**config.mk**
```make
export PLATFORM = sky130hd
export DESIGN_NAME = pi_gpio_rx_buffer_flat
export DESIGN_NICKNAME = d
export VERILOG_FILES = /design/src/rtl/pi_gpio_rx_buffer_pkg.sv /design/src/rtl/pi_gpio_rx_buffer_if.sv /design/src/rtl/pi_gpio_rx_buffer_fifo.sv /design/src/rtl/pi_gpio_rx_buffer.sv /design/src/flat_wrapper.sv
export SDC_FILE = /design/constraint.sdc
export NUM_CORES = 1
export LEC_CHECK = 0
export ABC_CLOCK_PERIOD_IN_PS = 3970
export CORE_UTILIZATION = 60
export DETAILED_ROUTE_END_ITERATION = 7
export PLACE_DENSITY = 0.8
export SLEW_MARGIN = 20
export SYNTH_ARGS = -nofsm -noshare
export SYNTH_HDL_FRONTEND = slang
export SYNTH_HIERARCHICAL = 1
export SYNTH_SLANG_ARGS = --single-unit
```
**constraint.sdc**
```tcl
create_clock -name pi_clk -period 3.97 [get_ports pi_clk]
set_clock_uncertainty 0.2 [all_clocks]
set_input_delay 0.794 -clock pi_clk [delete_from_list [all_inputs] [get_ports pi_clk]]
set_output_delay 0.794 -clock pi_clk [all_outputs]
set_load 0.005 [all_outputs]
```
**src/rtl/pi_gpio_rx_buffer_pkg.sv**
```systemverilog
`default_nettype none
// ============================================================================
// Module   : pi_comm_pkg
// Brief    : Shared types and constants for the Pi GPIO receive path.
// Revision : 1.0 - initial release
// ============================================================================
package pi_comm_pkg;

  typedef enum logic [0:0] {
    S_IDLE    = 1'b0,
    S_PAYLOAD = 1'b1
  } rx_state_e;

  localparam logic [1:0] LED_VIEW_LAST   = 2'b00;
  localparam logic [1:0] LED_VIEW_LEVEL  = 2'b01;
  localparam logic [1:0] LED_VIEW_STATUS = 2'b10;
  localparam logic [1:0] LED_VIEW_HEAD   = 2'b11;

endpackage
`default_nettype wire

```
**src/rtl/pi_gpio_rx_buffer_if.sv**
```systemverilog
`default_nettype none
// ============================================================================
// Module   : pi_gpio_rx_buffer_if
// Brief    : GPIO beat input plus valid/ready drain port of the receive buffer.
// Revision : 1.0 - initial release
// ============================================================================
interface pi_gpio_rx_buffer_if #(
  parameter int DATA_W = 8
) ();
  logic [DATA_W-1:0] gpio_pin;
  logic              write_enable;
  logic [DATA_W-1:0] rd_data;
  logic              rd_valid;
  logic              rd_ready;

  modport master (
    output gpio_pin, write_enable, rd_ready,
    input  rd_data, rd_valid
  );

  modport slave (
    input  gpio_pin, write_enable, rd_ready,
    output rd_data, rd_valid
  );
endinterface
`default_nettype wire

```
**src/rtl/pi_gpio_rx_buffer_fifo.sv**
```systemverilog
`default_nettype none
// ============================================================================
// Module   : pi_rx_fifo
// Brief    : Show-ahead synchronous FIFO with flush; push+pop allowed when full.
// Revision : 1.0 - initial release
// ============================================================================
module pi_rx_fifo #(
  parameter int DATA_W = 8,
  parameter int DEPTH  = 16
) (
  input  wire                       pi_clk,
  input  wire                       rst_n,
  input  wire                       flush,
  input  wire                       push,
  input  wire                       pop,
  input  wire  [DATA_W-1:0]         wr_data,
  output logic [DATA_W-1:0]         rd_data,
  output logic                      full,
  output logic                      empty,
  output logic                      push_ok,
  output logic [$clog2(DEPTH):0]    level
);
  localparam int AW = $clog2(DEPTH);
  localparam int LW = AW + 1;

  logic [DATA_W-1:0] r_mem [DEPTH];
  logic [AW-1:0]     r_wr_ptr;
  logic [AW-1:0]     r_rd_ptr;
  logic [LW-1:0]     r_level;
  logic              w_pop;
  logic              w_push;

  assign full    = (r_level == LW'(DEPTH));
  assign empty   = (r_level == '0);
  assign w_pop   = pop & ~empty;
  // A pop in the same cycle frees the slot, so a full FIFO still accepts.
  assign w_push  = push & (~full | w_pop);
  assign push_ok = w_push & ~flush;
  assign rd_data = r_mem[r_rd_ptr];
  assign level   = r_level;

  always_ff @(posedge pi_clk or negedge rst_n) begin
    if (!rst_n) begin
      r_wr_ptr <= '0;
      r_rd_ptr <= '0;
      r_level  <= '0;
    end else if (flush) begin
      r_wr_ptr <= '0;
      r_rd_ptr <= '0;
      r_level  <= '0;
    end else begin
      if (w_push) r_wr_ptr <= r_wr_ptr + 1'b1;
      if (w_pop)  r_rd_ptr <= r_rd_ptr + 1'b1;
      case ({w_push, w_pop})
        2'b10:   r_level <= r_level + 1'b1;
        2'b01:   r_level <= r_level - 1'b1;
        default: r_level <= r_level;
      endcase
    end
  end

  always_ff @(posedge pi_clk) begin
    if (push_ok) r_mem[r_wr_ptr] <= wr_data;
  end
endmodule
`default_nettype wire

```
**src/rtl/pi_gpio_rx_buffer.sv**
```systemverilog
`default_nettype none
// ============================================================================
// Module   : pi_gpio_rx_buffer
// Brief    : Pi GPIO receive front end: length-header deframer, FIFO, LED view.
// Revision : 1.0 - initial release
// ============================================================================
module pi_gpio_rx_buffer
  import pi_comm_pkg::*;
#(
  parameter int DATA_W = 8,
  parameter int DEPTH  = 16,
  parameter int FRAMED = 1,
  parameter int LED_W  = 6
) (
  input  wire                       pi_clk,
  input  wire                       rst_n,
  input  wire                       clear,
  pi_gpio_rx_buffer_if.slave        bus,
  output logic [$clog2(DEPTH):0]    level,
  output logic                      frame_done,
  output logic                      overflow,
  input  wire  [1:0]                buttons,
  output logic [LED_W-1:0]          LED
);
  rx_state_e         r_state;
  rx_state_e         w_state_nxt;
  logic [DATA_W-1:0] r_remaining;
  logic [DATA_W-1:0] r_last_byte;
  logic              r_frame_done;
  logic              r_overflow;
  logic              w_beat;
  logic              w_payload_beat;
  logic              w_frame_end;
  logic              w_full;
  logic              w_empty;
  logic              w_push_ok;
  logic [DATA_W-1:0] w_view;

  assign w_beat = bus.write_enable;

  always_ff @(posedge pi_clk or negedge rst_n) begin
    if (!rst_n)     r_state <= S_IDLE;
    else if (clear) r_state <= S_IDLE;
    else            r_state <= w_state_nxt;
  end

  always_comb begin
    w_state_nxt = r_state;
    if (FRAMED != 0) begin
      case (r_state)
        S_IDLE:    if (w_beat && bus.gpio_pin != '0) w_state_nxt = S_PAYLOAD;
        S_PAYLOAD: if (w_frame_end) w_state_nxt = S_IDLE;
        default:   w_state_nxt = S_IDLE;
      endcase
    end
  end

  always_comb begin
    w_payload_beat = 1'b0;
    w_frame_end    = 1'b0;
    if (FRAMED == 0) begin
      w_payload_beat = w_beat;
    end else if (r_state == S_PAYLOAD) begin
      w_payload_beat = w_beat;
      w_frame_end    = w_beat && (r_remaining == DATA_W'(1));
    end
  end

  // Dropped beats still decrement, so frame length is honoured on overflow.
  always_ff @(posedge pi_clk or negedge rst_n) begin
    if (!rst_n) begin
      r_remaining  <= '0;
      r_frame_done <= 1'b0;
      r_overflow   <= 1'b0;
      r_last_byte  <= '0;
    end else if (clear) begin
      r_remaining  <= '0;
      r_frame_done <= 1'b0;
      r_overflow   <= 1'b0;
    end else begin
      if (FRAMED != 0 && r_state == S_IDLE && w_beat && bus.gpio_pin != '0)
        r_remaining <= bus.gpio_pin;
      else if (r_state == S_PAYLOAD && w_beat)
        r_remaining <= r_remaining - 1'b1;
      r_frame_done <= w_frame_end;
      if (w_payload_beat && w_full && !bus.rd_ready) r_overflow <= 1'b1;
      if (w_push_ok) r_last_byte <= bus.gpio_pin;
    end
  end

  pi_rx_fifo #(
    .DATA_W (DATA_W),
    .DEPTH  (DEPTH)
  ) u_fifo (
    .pi_clk  (pi_clk),
    .rst_n   (rst_n),
    .flush   (clear),
    .push    (w_payload_beat),
    .pop     (bus.rd_ready),
    .wr_data (bus.gpio_pin),
    .rd_data (bus.rd_data),
    .full    (w_full),
    .empty   (w_empty),
    .push_ok (w_push_ok),
    .level   (level)
  );

  assign bus.rd_valid = ~w_empty;
  assign frame_done   = r_frame_done;
  assign overflow     = r_overflow;

  always_comb begin
    w_view = '0;
    case (buttons)
      LED_VIEW_LAST:   w_view = r_last_byte;
      LED_VIEW_LEVEL:  w_view = DATA_W'(level);
      LED_VIEW_STATUS: w_view = DATA_W'({r_state, r_overflow, w_full, w_empty});
      LED_VIEW_HEAD:   w_view = w_empty ? '0 : bus.rd_data;
      default:         w_view = '0;
    endcase
  end

  assign LED = w_view[LED_W-1:0];
endmodule
`default_nettype wire

```
**src/flat_wrapper.sv**
```systemverilog
// flat-port wrapper written by rule: the top's interface ports become plain ports
module pi_gpio_rx_buffer_flat import pi_comm_pkg::*;
#(
  parameter int DATA_W = 8,
  parameter int DEPTH  = 16,
  parameter int FRAMED = 1,
  parameter int LED_W  = 6
)
  (pi_clk, rst_n, clear, level, frame_done, overflow, buttons, LED, bus_gpio_pin, bus_write_enable, bus_rd_ready, bus_rd_data, bus_rd_valid);
  pi_gpio_rx_buffer_if #(.DATA_W(DATA_W)) bus_i ();
  input  wire pi_clk;
  input  wire rst_n;
  input  wire clear;
  output logic [$clog2(DEPTH):0] level;
  output logic frame_done;
  output logic overflow;
  input  wire  [1:0] buttons;
  output logic [LED_W-1:0] LED;
  input wire logic [$bits(bus_i.gpio_pin)-1:0] bus_gpio_pin;
  input wire logic [$bits(bus_i.write_enable)-1:0] bus_write_enable;
  input wire logic [$bits(bus_i.rd_ready)-1:0] bus_rd_ready;
  output wire logic [$bits(bus_i.rd_data)-1:0] bus_rd_data;
  output wire logic [$bits(bus_i.rd_valid)-1:0] bus_rd_valid;
  assign bus_i.gpio_pin = bus_gpio_pin;
  assign bus_i.write_enable = bus_write_enable;
  assign bus_i.rd_ready = bus_rd_ready;
  assign bus_rd_data = bus_i.rd_data;
  assign bus_rd_valid = bus_i.rd_valid;
  pi_gpio_rx_buffer #(.DATA_W(DATA_W), .DEPTH(DEPTH), .FRAMED(FRAMED), .LED_W(LED_W)) u_core (.pi_clk(pi_clk), .rst_n(rst_n), .clear(clear), .bus(bus_i), .level(level), .frame_done(frame_done), .overflow(overflow), .buttons(buttons), .LED(LED));
endmodule
```
==> qor.txt <==
first-pass GRT wire length: 23800 um
HP Class: reg2reg
post-layout util: 73.8%
n_diodes: 0
post-synthesis sequential area ratio: 65.5%
fill count: 688
final period utilization: 97.4%
EDFF count, synth: 128
Num CTS Buffers: 17
WP data arrival: 2.87 ns
CP max-delay cell: mux4_2
gr usage total: 28.4%
minimum clock period: 3.87 ns
CP Capture Point: LED[4]
CTS tree: built
Setup crit start: u_core/u_fifo/r_rd_ptr[0]$_DFFE_PN0P_
CP peak stage delay: 0.52 ns
CTS H-tree depth: 4
Port-buffer cells: 36
endpoints failing setup: 0
Hold Startpoint: u_core/r_last_byte[0]$_DFFE_PN0P_
Starting Density: 61.4%
Crit Path Max Fanout: 12
layout cells sized above 1: 25.2%
run status: finished clean
RR Startpoint: u_core/u_fifo/level[1]$_DFFE_PN0P_
Netlist cell types: 58
Area Overhead vs Synth: 20.0%
pre-CTS WS: 0.346 ns
die width: 110 um
final wirelength: 16000 um
drt initial violations: 277
cell breakdown of the critical path: buf_12, mux4_2, a22oi_2, nand2_1, nand2_1, o21ai_0, a22o_1, clkdlybuf4s50_1
Synth Instances: 446
vias per cell: 6.41
grt ovf: 0
largest net degree at the start of global routing: 36
DRC: 0
Power Dens Cells: 591 nW/um2
slack of the critical path: 0.103 ns
Max transition margin: 37.7%
r2r endpoint: u_core/u_fifo/level[4]$_DFFE_PN0P_
DP HPWL: 10100 um
drt wl/cell: 23.9 um
vias in the first global route: 4136
die area: 12100 um2
num rows: 39
hold-fix buffers at CTS: 0
Pleak: 3.00 nW
register area: 4600 um2
Worst Reg-to-Reg Cells: 9
CP most frequent cell: nand2_1
clock sink count: 158
Main synth FF type: edfxtp_1
core area: 11400 um2
CP endpoint kind: primary output
Detail Route Antenna Nets: 0
Critical path buffers and inverters: 2
die height: 110 um
clock transition at the registers of the reported paths: 0.06 ns
Fmax: 0.259 GHz
synthesized area: 7020 um2
Hold Fails Final Rpt: 0
Reg2Reg Setup Slack: 1.04 ns
Vias: 4293
Slew Viols, Final: 0
Peak VDD IR: 0.487 mV
Final nets: 540
Multi-input gate area: 2290 um2
initial antenna violation count: 0
Ys Warns: 6
kind of cell adding the most delay to the critical path: buffers and inverters
Data required, critical path: 2.98 ns
Clock Path Buffers: 2
max-cap violation count: 0
DR pass1 iterations: 5
Worst setup SP type: flop
Placed Area: 7700 um2
Final Total Pwr: 0.00498 W
syn_nets: 472
Async SR Flop Fraction: 19.0%
#FFs+latches synth: 158
fin area: 8420 um2
critical setup path kind: reg2out
I/O pin count: 37
CTS root buffer: clkbuf_16
Slew @ Worst Pin: 0.931 ns
Avg Cell Area, Syn: 15.7 um2
cell depth of the worst setup path: 8
Clock Latency Late Sink: 0.42 ns
routability cong.: 0.852
how the worst min path moves through the flow:
stage	end	slack, ns	depth (start not counted)
floorplan	u_core/r_last_byte[0]$_DFFE_PN0P_	0.27	1
global placement	u_core/r_last_byte[0]$_DFFE_PN0P_	0.29	1
detailed placement	u_core/r_last_byte[5]$_DFFE_PN0P_	0.30	1
CTS	u_core/r_last_byte[4]$_DFFE_PN0P_	0.33	1
global route	u_core/r_last_byte[0]$_DFFE_PN0P_	0.35	1
finish	u_core/r_last_byte[0]$_DFFE_PN0P_	0.33	1
per-layer routing:
| layer | wire (um) | GRT usage [%] | vias up | part of all wire (%) |
|---|---|---|---|---|
| li1 | - | - | 1891 | - |
| met1 | 6420 | 36.4 | 2195 | 40 |
| met2 | 8260 | 46.3 | 178 | 52 |
| met3 | 949 | 6.88 | 29 | 5.9 |
| met4 | 357 | 12.7 | 0 | 2.2 |
| met5 | 0 | 0 | - | 0 |
state kept, by name, indices dropped and copies added, names as in the netlist:
name,count
u_core/u_fifo/r_mem,128
u_core/r_remaining,8
u_core/r_last_byte,6
u_core/u_fifo/level,5
u_core/u_fifo/r_rd_ptr,4
u_core/u_fifo/r_wr_ptr,4
u_core/frame_done,1
u_core/overflow,1
u_core/r_state,1
synthesized netlist by cell type, drive strengths merged (2+ instances only):
cell | n | area share (%)
edfxtp | 128 | 55
nor2 | 38 | 2.0
mux4 | 35 | 11
dfrtp | 30 | 11
nand2 | 21 | 1.1
a22oi | 17 | 1.8
nor2b | 17 | 1.5
inv | 15 | 0.80
buf | 12 | 1.1
clkbuf | 12 | 0.64
o21ai | 11 | 0.95
a21oi | 10 | 0.77
ha | 10 | 1.8
mux2i | 9 | 1.3
nor4 | 8 | 0.80
mux2 | 7 | 1.1
nor3 | 7 | 0.50
or4 | 4 | 0.48
xnor2 | 4 | 0.50
xor2 | 4 | 0.50
a211oi | 3 | 0.32
nand3 | 3 | 0.21
o211ai | 3 | 0.32
o2bb2ai | 3 | 0.37
or3 | 3 | 0.27
a21boi | 2 | 0.27
a31oi | 2 | 0.18
a32o | 2 | 0.29
and2 | 2 | 0.18
and3 | 2 | 0.18
nand2b | 2 | 0.18
nand4 | 2 | 0.18
nor3b | 2 | 0.29
o21a | 2 | 0.21
o22ai | 2 | 0.18
o311ai | 2 | 0.50
worst register-to-register path: stages (launching register included):
cell	delay, ns
dfrtp_1	0.47
or4_1	0.57
buf_4	0.19
o21ai_4	0.18
inv_2	0.12
ha_1	0.34
nand2b_1	0.07
a21oi_1	0.27
mux2i_1	0.25
nand4_1	0.13
cell families (layout without fill, tap and decap cells):
family,after synthesis,after routing,share of synthesized area [%]
DFF,158,158,65.5
muxes,51,51,13.6
AOI/OAI and AO/OA,64,64,6.81
and+or+nand+nor,114,114,8.29
xor gates and xnor gates,8,8,0.999
adders and majority gates,11,11,2.07
buffers and inverters,40,121,2.69
layout make-up:
type	instances	area share, %
inverter	15	0.669
timing repair buffer	74	8.42
clock inverter	14	1.96
multi-input combinational	248	27.2
tap	143	2.12
clock buffer	18	5.10
sequential	158	54.6
through the flow:
step	hold WS, ns	std cells	TNS (ns)
after global routing	0.352	670	-0.00671
after CTS	0.327	670	0
final	0.333	670	0
after detailed placement	0.300	634	0
after floorplan	0.273	446	0
after global placement	0.295	634	0
what timing repair did:
action | in CTS | in global routing
pin swaps | 1 | 2
endpoints found under the setup margin | 4 | 6
buffers inserted | 3 | 0
resized for setup | 5 | 12
cloned | 1 | 0
cells in the final DEF, fill, tap and decap left out, drive strengths merged, types with 3 or more instances in the layout:
| cell | Yosys | final |
|---|---|---|
| buf | 12 | 37 |
| ha | 10 | 10 |
| a22oi | 17 | 17 |
| or3 | 3 | 3 |
| clkdlybuf4s50 | 0 | 32 |
| clkbuf | 12 | 18 |
| xnor2 | 4 | 4 |
| xor2 | 4 | 4 |
| inv | 15 | 18 |
| nand3 | 3 | 3 |
| clkinv | 0 | 6 |
| mux4 | 35 | 35 |
| mux2i | 9 | 9 |
| a211oi | 3 | 3 |
| o21ai | 11 | 11 |
| bufinv | 0 | 3 |
| a21oi | 10 | 10 |
| nor2 | 38 | 38 |
| dfrtp | 30 | 30 |
| nand2 | 21 | 21 |
| nor4 | 8 | 8 |
| mux2 | 7 | 7 |
| edfxtp | 128 | 128 |
| o211ai | 3 | 3 |
| or4 | 4 | 4 |
| nor3 | 7 | 7 |
| o2bb2ai | 3 | 3 |
| dlymetal6s2s | 0 | 4 |
| nor2b | 17 | 17 |
power breakdown:
part	leakage [nW]	switching [W]	internal, W	total, W
Sequential	1.55	0.000102	0.00186	0.00196
Combinational	1.16	0.000650	0.000733	0.00138
Clock	0.291	0.000649	0.000988	0.00164
Total	3.00	0.00140	0.00358	0.00498
Note: power is estimated with default switching activity, not from simulation.
